$ cat src/rtl/column_evaluator_if.sv
// Bundle between the column evaluator, the argument store and the result consumer.
// Latency: none, wiring only.
// Backpressure: none; the store answers reads combinationally in the same cycle.
interface column_evaluator_if #(
    parameter int ARG_COL_WIDTH  = 10,
    parameter int ARG_DATA_WIDTH = 16,
    parameter int RESULT_WIDTH   = 64
);
    // Control from the worksheet writer
    logic                      start;
    logic [ARG_COL_WIDTH-1:0]  last_col;

    // Argument store read port
    logic [ARG_COL_WIDTH-1:0]  rd_arg_col;
    logic [ARG_DATA_WIDTH-1:0] rd_arg_data_row0;
    logic [ARG_DATA_WIDTH-1:0] rd_arg_data_row1;
    logic [ARG_DATA_WIDTH-1:0] rd_arg_data_row2;
    logic                      rd_op_mul;

    // Result path
    logic                      busy;
    logic                      total_valid;
    logic [RESULT_WIDTH-1:0]   total;

    // Evaluator side
    modport slave (
        input  start,
        input  last_col,
        output rd_arg_col,
        input  rd_arg_data_row0,
        input  rd_arg_data_row1,
        input  rd_arg_data_row2,
        input  rd_op_mul,
        output busy,
        output total_valid,
        output total
    );

    // Environment side: writer, store and result consumer
    modport master (
        output start,
        output last_col,
        input  rd_arg_col,
        output rd_arg_data_row0,
        output rd_arg_data_row1,
        output rd_arg_data_row2,
        output rd_op_mul,
        input  busy,
        input  total_valid,
        input  total
    );
endinterface

$ cat src/rtl/column_evaluator.sv
// Scans the three-row argument store column by column, applies each column's add/multiply and sums the results.
// Latency: total_valid rises at E(last_col+3) after the start edge E0; one column per cycle.
// Backpressure: none; start is ignored while busy, result is held until the next start.
module column_evaluator #(
    parameter int ARG_COL_WIDTH  = 10,
    parameter int ARG_DATA_WIDTH = 16,
    parameter int RESULT_WIDTH   = 64
) (
    input  logic                 clk,
    input  logic                 rst_n,
    column_evaluator_if.slave    bus
);

    typedef enum logic [1:0] {
        IDLE  = 2'd0,
        SCAN  = 2'd1,
        DRAIN = 2'd2,
        DONE  = 2'd3
    } state_t;

    state_t                    state;
    state_t                    state_next;

    logic [ARG_COL_WIDTH-1:0]  col;
    logic [ARG_COL_WIDTH-1:0]  last_q;

    // A start is only honoured when no scan is in flight
    logic                      start_acc;
    logic                      scanning;
    logic                      col_is_last;

    // Stage 1: captured store read for the column issued in the previous cycle
    logic                      s1_vld;
    logic [ARG_DATA_WIDTH-1:0] s1_row0;
    logic [ARG_DATA_WIDTH-1:0] s1_row1;
    logic [ARG_DATA_WIDTH-1:0] s1_row2;
    logic                      s1_mul;

    // Stage 2: per-column result
    logic                      s2_vld;
    logic [RESULT_WIDTH-1:0]   col_result;
    logic [RESULT_WIDTH-1:0]   col_result_next;

    // Stage 3: running grand total
    logic [RESULT_WIDTH-1:0]   acc;

    // Zero-extended operands so the product is formed at full result width
    logic [RESULT_WIDTH-1:0]   op0;
    logic [RESULT_WIDTH-1:0]   op1;
    logic [RESULT_WIDTH-1:0]   op2;

    assign start_acc   = bus.start && ((state == IDLE) || (state == DONE));
    assign scanning    = (state == SCAN);
    assign col_is_last = (col == last_q);

    assign op0 = RESULT_WIDTH'(s1_row0);
    assign op1 = RESULT_WIDTH'(s1_row1);
    assign op2 = RESULT_WIDTH'(s1_row2);

    // FSM state register
    always_ff @(posedge clk or negedge rst_n) begin
        if (!rst_n) begin
            state <= IDLE;
        end else begin
            state <= state_next;
        end
    end

    // FSM next-state: scan until the last column is issued, then wait for the pipeline to empty
    always_comb begin
        state_next = state;
        case (state)
            IDLE: begin
                if (bus.start) begin
                    state_next = SCAN;
                end
            end
            SCAN: begin
                if (col_is_last) begin
                    state_next = DRAIN;
                end
            end
            DRAIN: begin
                // Final column sits in stage 2 with nothing behind it: it accumulates on this edge
                if (!s1_vld && s2_vld) begin
                    state_next = DONE;
                end
            end
            DONE: begin
                if (bus.start) begin
                    state_next = SCAN;
                end
            end
            default: begin
                state_next = IDLE;
            end
        endcase
    end

    // FSM outputs: busy spans SCAN and DRAIN, valid is simply being in DONE
    always_comb begin
        bus.busy        = 1'b0;
        bus.total_valid = 1'b0;
        case (state)
            SCAN:    bus.busy        = 1'b1;
            DRAIN:   bus.busy        = 1'b1;
            DONE:    bus.total_valid = 1'b1;
            default: begin
                bus.busy        = 1'b0;
                bus.total_valid = 1'b0;
            end
        endcase
    end

    assign bus.rd_arg_col = col;
    assign bus.total      = acc;

    // Column counter and latched column bound; counter stops at the bound so it never wraps
    always_ff @(posedge clk or negedge rst_n) begin
        if (!rst_n) begin
            col    <= '0;
            last_q <= '0;
        end else if (start_acc) begin
            col    <= '0;
            last_q <= bus.last_col;
        end else if (scanning && !col_is_last) begin
            col    <= col + ARG_COL_WIDTH'(1);
        end
    end

    // Stage 1: register the store outputs for the column addressed during SCAN
    always_ff @(posedge clk or negedge rst_n) begin
        if (!rst_n) begin
            s1_vld  <= 1'b0;
            s1_row0 <= '0;
            s1_row1 <= '0;
            s1_row2 <= '0;
            s1_mul  <= 1'b0;
        end else begin
            s1_vld <= scanning;
            if (scanning) begin
                s1_row0 <= bus.rd_arg_data_row0;
                s1_row1 <= bus.rd_arg_data_row1;
                s1_row2 <= bus.rd_arg_data_row2;
                s1_mul  <= bus.rd_op_mul;
            end
        end
    end

    // Column operator; both forms wrap modulo 2**RESULT_WIDTH
    always_comb begin
        col_result_next = '0;
        if (s1_mul) begin
            col_result_next = op0 * op1 * op2;
        end else begin
            col_result_next = op0 + op1 + op2;
        end
    end

    // Stage 2: register the column result
    always_ff @(posedge clk or negedge rst_n) begin
        if (!rst_n) begin
            s2_vld     <= 1'b0;
            col_result <= '0;
        end else begin
            s2_vld <= s1_vld;
            if (s1_vld) begin
                col_result <= col_result_next;
            end
        end
    end

    // Stage 3: accumulate; a new start clears the previous total on the same edge
    always_ff @(posedge clk or negedge rst_n) begin
        if (!rst_n) begin
            acc <= '0;
        end else if (start_acc) begin
            acc <= '0;
        end else if (s2_vld) begin
            acc <= acc + col_result;
        end
    end

endmodule

$ cat src/flat_wrapper.sv
// flat-port wrapper written by rule: the top's interface ports become plain ports
module column_evaluator_flat 
#(
    parameter int ARG_COL_WIDTH  = 10,
    parameter int ARG_DATA_WIDTH = 16,
    parameter int RESULT_WIDTH   = 64
)
  (clk, rst_n, bus_start, bus_last_col, bus_rd_arg_col, bus_rd_arg_data_row0, bus_rd_arg_data_row1, bus_rd_arg_data_row2, bus_rd_op_mul, bus_busy, bus_total_valid, bus_total);
  column_evaluator_if #(.ARG_COL_WIDTH(ARG_COL_WIDTH), .ARG_DATA_WIDTH(ARG_DATA_WIDTH), .RESULT_WIDTH(RESULT_WIDTH)) bus_i ();
  input  logic clk;
  input  logic rst_n;
  input wire logic [$bits(bus_i.start)-1:0] bus_start;
  input wire logic [$bits(bus_i.last_col)-1:0] bus_last_col;
  output wire logic [$bits(bus_i.rd_arg_col)-1:0] bus_rd_arg_col;
  input wire logic [$bits(bus_i.rd_arg_data_row0)-1:0] bus_rd_arg_data_row0;
  input wire logic [$bits(bus_i.rd_arg_data_row1)-1:0] bus_rd_arg_data_row1;
  input wire logic [$bits(bus_i.rd_arg_data_row2)-1:0] bus_rd_arg_data_row2;
  input wire logic [$bits(bus_i.rd_op_mul)-1:0] bus_rd_op_mul;
  output wire logic [$bits(bus_i.busy)-1:0] bus_busy;
  output wire logic [$bits(bus_i.total_valid)-1:0] bus_total_valid;
  output wire logic [$bits(bus_i.total)-1:0] bus_total;
  assign bus_i.start = bus_start;
  assign bus_i.last_col = bus_last_col;
  assign bus_rd_arg_col = bus_i.rd_arg_col;
  assign bus_i.rd_arg_data_row0 = bus_rd_arg_data_row0;
  assign bus_i.rd_arg_data_row1 = bus_rd_arg_data_row1;
  assign bus_i.rd_arg_data_row2 = bus_rd_arg_data_row2;
  assign bus_i.rd_op_mul = bus_rd_op_mul;
  assign bus_busy = bus_i.busy;
  assign bus_total_valid = bus_i.total_valid;
  assign bus_total = bus_i.total;
  column_evaluator #(.ARG_COL_WIDTH(ARG_COL_WIDTH), .ARG_DATA_WIDTH(ARG_DATA_WIDTH), .RESULT_WIDTH(RESULT_WIDTH)) u_core (.clk(clk), .rst_n(rst_n), .bus(bus_i));
endmodule
$ cat config.mk
export PLATFORM = sky130hd
export DESIGN_NAME = column_evaluator_flat
export DESIGN_NICKNAME = d
export VERILOG_FILES = /design/src/rtl/column_evaluator_if.sv /design/src/rtl/column_evaluator.sv /design/src/flat_wrapper.sv
export SDC_FILE = /design/constraint.sdc
export NUM_CORES = 2
export LEC_CHECK = 0
export CAP_MARGIN = 20
export CORE_MARGIN = 2
export CORE_UTILIZATION = 35
export CTS_CLUSTER_DIAMETER = 40
export DETAILED_ROUTE_END_ITERATION = 10
export PLACE_DENSITY = 0.51
export SLEW_MARGIN = 5
export SYNTH_ARGS = -nofsm -noshare
export SYNTH_HDL_FRONTEND = slang
export SYNTH_SLANG_ARGS = --single-unit
export TNS_END_PERCENT = 10
$ cat constraint.sdc
create_clock -name clk -period 15.6 [get_ports clk]
set_input_delay 3.12 -clock clk [delete_from_list [all_inputs] [get_ports clk]]
set_output_delay 3.12 -clock clk [all_outputs]
set_load 0.01 [all_outputs]
* Word level (Yosys, flattened, before mapping)
Index checks and enable logic that the tools add are counted.
** Operators by class
- Multipliers :: 2
- Reductions and logical operators :: 12
- Equal/unequal tests :: 7
- Add/sub/neg operators :: 4
- Mux-type cells :: 11
** Operator list (number)
- $mux W64 :: 3
- $add A64 B16 Y64 :: 1
- $add A64 B64 Y64 :: 1
- $mul A64 B16 Y64 :: 1
- $mul A16 B16 Y32 :: 1
- $mux W10 :: 2
- $add A16 B16 Y17 :: 1
- $add A10 B1 Y10 const B :: 1
- $eq A10 B10 Y1 :: 1
- $mux W2 :: 3
- $pmux W2 S3 :: 1
- $eq A2 B2 Y1 const B :: 2
- $ne A2 B1 Y1 const B :: 2
- $reduce_bool A2 Y1 :: 2
- $reduce_or A2 Y1 :: 2
- $logic_and A1 B1 Y1 :: 3
- $reduce_and A3 Y1 :: 1
- $eq A2 B1 Y1 const B :: 1
- $logic_not A1 Y1 :: 2
- $logic_not A2 Y1 :: 1
- $mux W1 :: 2
- $ne A2 B2 Y1 const B :: 1
- $logic_or A1 B1 Y1 :: 1
** Word-level totals
- Bits in registers :: 201
- Bits of input ports :: 62
- Word-level logic and storage cells :: 47

* Depth between registers and ports, before layout
- Depth after elaboration :: 5
- Depth in mapped cells :: 46

* Least setup slack after synthesis
Ideal clock, no wire load.
- Path type :: register -> register
- From :: reg u_core.s1_row1[1]
- To :: reg u_core.col_result[44]
- Cell stages (with the launch flop) :: 43
- Path buffers :: 3
- Setup time :: 0.126 ns
- Clock period less this slack :: 11.389 ns
- Required time :: 15.474 ns
- Setup slack :: 4.211 ns
- Arrival :: 11.263 ns
- Path through :: dfrtp_1 > clkbuf_1 > nand2_1 > fa_1 > fa_1 > fa_1 > inv_1 > fa_1 > fa_1 > inv_1 > fa_1 > inv_1 > ha_1 > clkbuf_1 > a21oi_1 > nor2b_1 > o2111ai_1 > a21oi_1 > [... 7 more ...] > fa_1 > fa_1 > inv_1 > fa_1 > fa_1 > inv_1 > fa_1 > inv_1 > ha_1 > and3_1 > a311o_1 > o22ai_1 > nand4_1 > a311oi_2 > o21ai_1 > a31oi_1 > mux2i_1 > a221o_1
** Between the ends
- Cells in the longest elaborated chain, start to end :: 3
** RTL lines
- start, declared :: line column_evaluator.sv:35 : logic [ARG_DATA_WIDTH-1:0] s1_row1;
- start signal, assigned :: line column_evaluator.sv:143 : s1_row1 <= bus.rd_arg_data_row1;
- $mul A16 B16 Y32 or $add A16 B16 Y17 (tied branches) :: line column_evaluator.sv:154, column_evaluator.sv:156
- $mul A64 B16 Y64 or $add A64 B16 Y64 (tied branches) :: line column_evaluator.sv:154, column_evaluator.sv:156
- $mux W64 (*) :: line column_evaluator.sv:153 : if (s1_mul) begin
- end signal, assigned :: line column_evaluator.sv:168 : col_result <= col_result_next;
- end, declared :: line column_evaluator.sv:41 : logic [RESULT_WIDTH-1:0] col_result;
Mark *: on every way between the ends. The rest lies on a longest branch, timed or not.
A chain may end at the register's enable or synchronous reset.

* Worst setup path after layout
- From :: reg u_core.s1_row1[8]
- To :: reg u_core.col_result[44]
The elaborated chain is that of the path after synthesis.

==> impl_metrics.json <==
{
  "syn-num-nets": 5231,
  "ys.flop_type": "dfrtp_1",
  "initial_core_util_pct": 35.4,
  "finalCritPeriodShare_pct": 85.7,
  "worstPathRequired_ns": 16.00,
  "dp_hpwl_um": 84300,
  "fill_cells": 10800,
  "synth.most_common_cell": "inv_1",
  "die_h_um": 331,
  "drt-wirelength-per-cell_um": 19.2,
  "gp_congestion": 0.869,
  "grt_pass1_wl_um": 172000,
  "synth_top_family_by_area": "adder cells",
  "rsz0062_at_grt": "no",
  "hold_slack_ns": 0.501,
  "antenna_cells": 0,
  "grt_start_max_net_pins": 75,
  "synth_fa_ha_area_share_pct": 43.8,
  "port-buffer-count": 137,
  "htreeDepth": 4,
  "via_per_inst": 5.13,
  "min_path_type": "reg2reg",
  "async_flop_share_pct": 100,
  "synth_mux_area_share_pct": 3.45,
  "clk_latency_ns": 0.52,
  "syn_area_sq_um": 37300,
  "dr.pass1.iters": 5,
  "worst-setup-path-type": "reg2reg",
  "max-slew-margin-rel_pct": 27.1,
  "postCtsSetupBuffers": 0,
  "clk_path_buf_depth": 2,
  "critPathLaunchType": "register",
  "dieArea_sq_um": 109000,
  "endpoint_kind": "register",
  "cts_resized": 0,
  "crit_start": "u_core.s1_row1[8]$_DFFE_PN0P_",
  "drc": 0,
  "synth_cells": 4233,
  "worstHoldStart": "u_core.last_q[0]$_DFFE_PN0P_",
  "cap_violations": 0,
  "synth_top_cell_area_share_pct": 33.0,
  "synth-compound-area-share_pct": 10.8,
  "synth-simple-area-share_pct": 16.6,
  "synth_edf_count": 0,
  "cp_max_fo": 39,
  "synth.yosys.warnings": 0,
  "hold_viol_final": 0,
  "initialDrtViolationCount": 1855,
  "ys_seq_elements": 188,
  "gr-usage-all-layers_pct": 20.3,
  "critPathArrivalTime_ns": 13.76,
  "synthDistinctLibCells": 85,
  "yosysTopAreaCell": "fa_1",
  "fin_skew_ns": 0.0253,
  "holdBufCountCts": 0,
  "status": "finished clean",
  "grt-ovfl-total": 0,
  "antenna_found_initial": 3,
  "cts_tree": "done",
  "critical_path.max_stage_delay_ns": 0.98,
  "io_pins": 138,
  "clk_pin_slew_worst_paths_ns": 0.10,
  "die_x_um": 331,
  "worstMarginPinSlew_ns": 1.09,
  "setup-violations-final": 0,
  "synthXorXnorAreaFrac_pct": 3.35,
  "cpMaxStageDelayCell": "ha_1",
  "final_layout_size_suffix_gt1_share_pct": 4.41,
  "grt_pass1_vias": 29300,
  "ant_nets": 0,
  "cts_sinks": 188,
  "r2r-start": "u_core.s1_row1[8]$_DFFE_PN0P_",
  "finalWirelength_um": 108000,
  "coreArea_sq_um": 106000,
  "cts_buffers": 17,
  "drv_slew": 0,
  "cts_root_buf": "clkbuf_16",
  "rows": 119,
  "crit_path_frequent_cell": "fa_1",
  "yosysSeqAreaShare_pct": 12.6,
  "fin_crit_ns": 13.36,
  "fmax_mhz": 74.8,
  "tns_ns": 0,
  "final_nets": 5228,
  "synthTopCellsByArea": "fa_1 33%, dfrtp_1 13%, ha_1 11%",
  "avgSynthCellArea_sq_um": 8.82,
  "synth_common_cells": "721 x inv_1, 616 x fa_1, 607 x nand2_1",
  "areaGrowthSynthToFinish_pct": 8.86,
  "vias": 28900
}
state kept, by name, indices dropped and copies added, names as in the netlist:
signal / flops
u_core.bus.rd_arg_col: 10
u_core.bus.total: 64
u_core.col_result: 51
u_core.last_q: 10
u_core.s1_mul: 1
u_core.s1_row0: 16
u_core.s1_row1: 16
u_core.s1_row2: 16
u_core.s1_vld: 1
u_core.s2_vld: 1
u_core.state: 2
worst max-delay path, delay by kind of cell (launching register included):
family,cells,cell delay [ns]
AO/OA/AOI/OAI,8,2.25
buffers and inverters,7,0.38
XOR/XNOR,1,0.74
multiplexers,1,0.11
AND/OR/NAND/NOR,8,1.34
adder cells (fa/ha/maj),15,7.58
flip-flops,1,0.77
worst paths after layout:
kind	endpoint	slack, ns	cells after the start
min in group asynchronous	u_core.bus.total[49]$_DFFE_PN0P_	2.57	1
max	u_core.col_result[44]$_DFFE_PN0P_	2.24	40
min	u_core.last_q[0]$_DFFE_PN0P_	0.50	2
max reg2reg	u_core.col_result[44]$_DFFE_PN0P_	2.24	40
min reg2reg	u_core.last_q[0]$_DFFE_PN0P_	0.50	2
max in group asynchronous	u_core.s1_row2[13]$_DFFE_PN0P_	11.61	2
per-layer routing:
layer	up-vias	share of wire [%]	track usage [%]	wire length, um
li1	13400	-	-	-
met1	14800	46	28.6	49600
met2	607	48	33.7	52400
met3	81	4.1	2.07	4480
met4	2	1.6	4.38	1730
met5	-	0.012	0	13
stage by stage:
step	util [%]	instance area (sq um)	worst slack [ns]	instances
after floorplan	-	37300	4.21	4233
after global placement	37.9	40000	2.59	5601
after detailed placement	37.9	40000	2.37	5601
after CTS	38.5	40600	2.30	5633
after global routing	38.5	40600	1.47	5634
final	38.5	40600	2.24	5634
placed cells by master, fill, tap and decap left out, types with 8 or more instances in the layout:
cell | netlist | routed
inv_1 | 721 | 721
fa_1 | 616 | 616
nand2_1 | 607 | 607
ha_1 | 320 | 319
and2_1 | 285 | 284
dfrtp_1 | 188 | 180
a21oi_1 | 178 | 178
nor2_1 | 155 | 152
clkdlybuf4s50_1 | 0 | 136
o21ai_0 | 118 | 118
xnor2_1 | 91 | 91
a21o_1 | 78 | 78
mux2_2 | 65 | 65
nand2b_1 | 55 | 55
mux2i_1 | 50 | 50
xor2_1 | 52 | 49
nand3_1 | 46 | 46
buf_4 | 1 | 46
nor3_1 | 39 | 39
nand4_1 | 36 | 36
o21bai_1 | 33 | 33
a22o_1 | 29 | 29
and3_1 | 27 | 27
a31oi_1 | 21 | 21
a211oi_1 | 20 | 20
o21a_1 | 17 | 17
clkbuf_16 | 0 | 17
nor2b_1 | 14 | 14
or3_1 | 14 | 14
o31ai_1 | 14 | 14
o211ai_1 | 11 | 11
a31o_2 | 8 | 8
dfrtp_2 | 0 | 8
layout make-up:
type / count / area, sq um / area share [%]
multi-input combinational: 3117 / 29200 / 71.7
sequential: 188 / 4710 / 11.6
inverter: 722 / 2710 / 6.67
clock buffer: 19 / 433 / 1.07
tap: 1391 / 1740 / 4.28
timing repair buffer: 184 / 1740 / 4.27
clock inverter: 13 / 149 / 0.366
cells by family (layout without fill, tap and decap cells):
kind of cell / Yosys count / after routing
buf+inv: 928 / 938
simple gates: 1305 / 1305
compound gates: 613 / 613
mux: 120 / 120
fa+ha+maj: 936 / 936
xor+xnor: 143 / 143
flops: 188 / 188
Power is not shown: default switching activity piles up to over one toggle a cycle in this logic, so the estimate is an artifact.
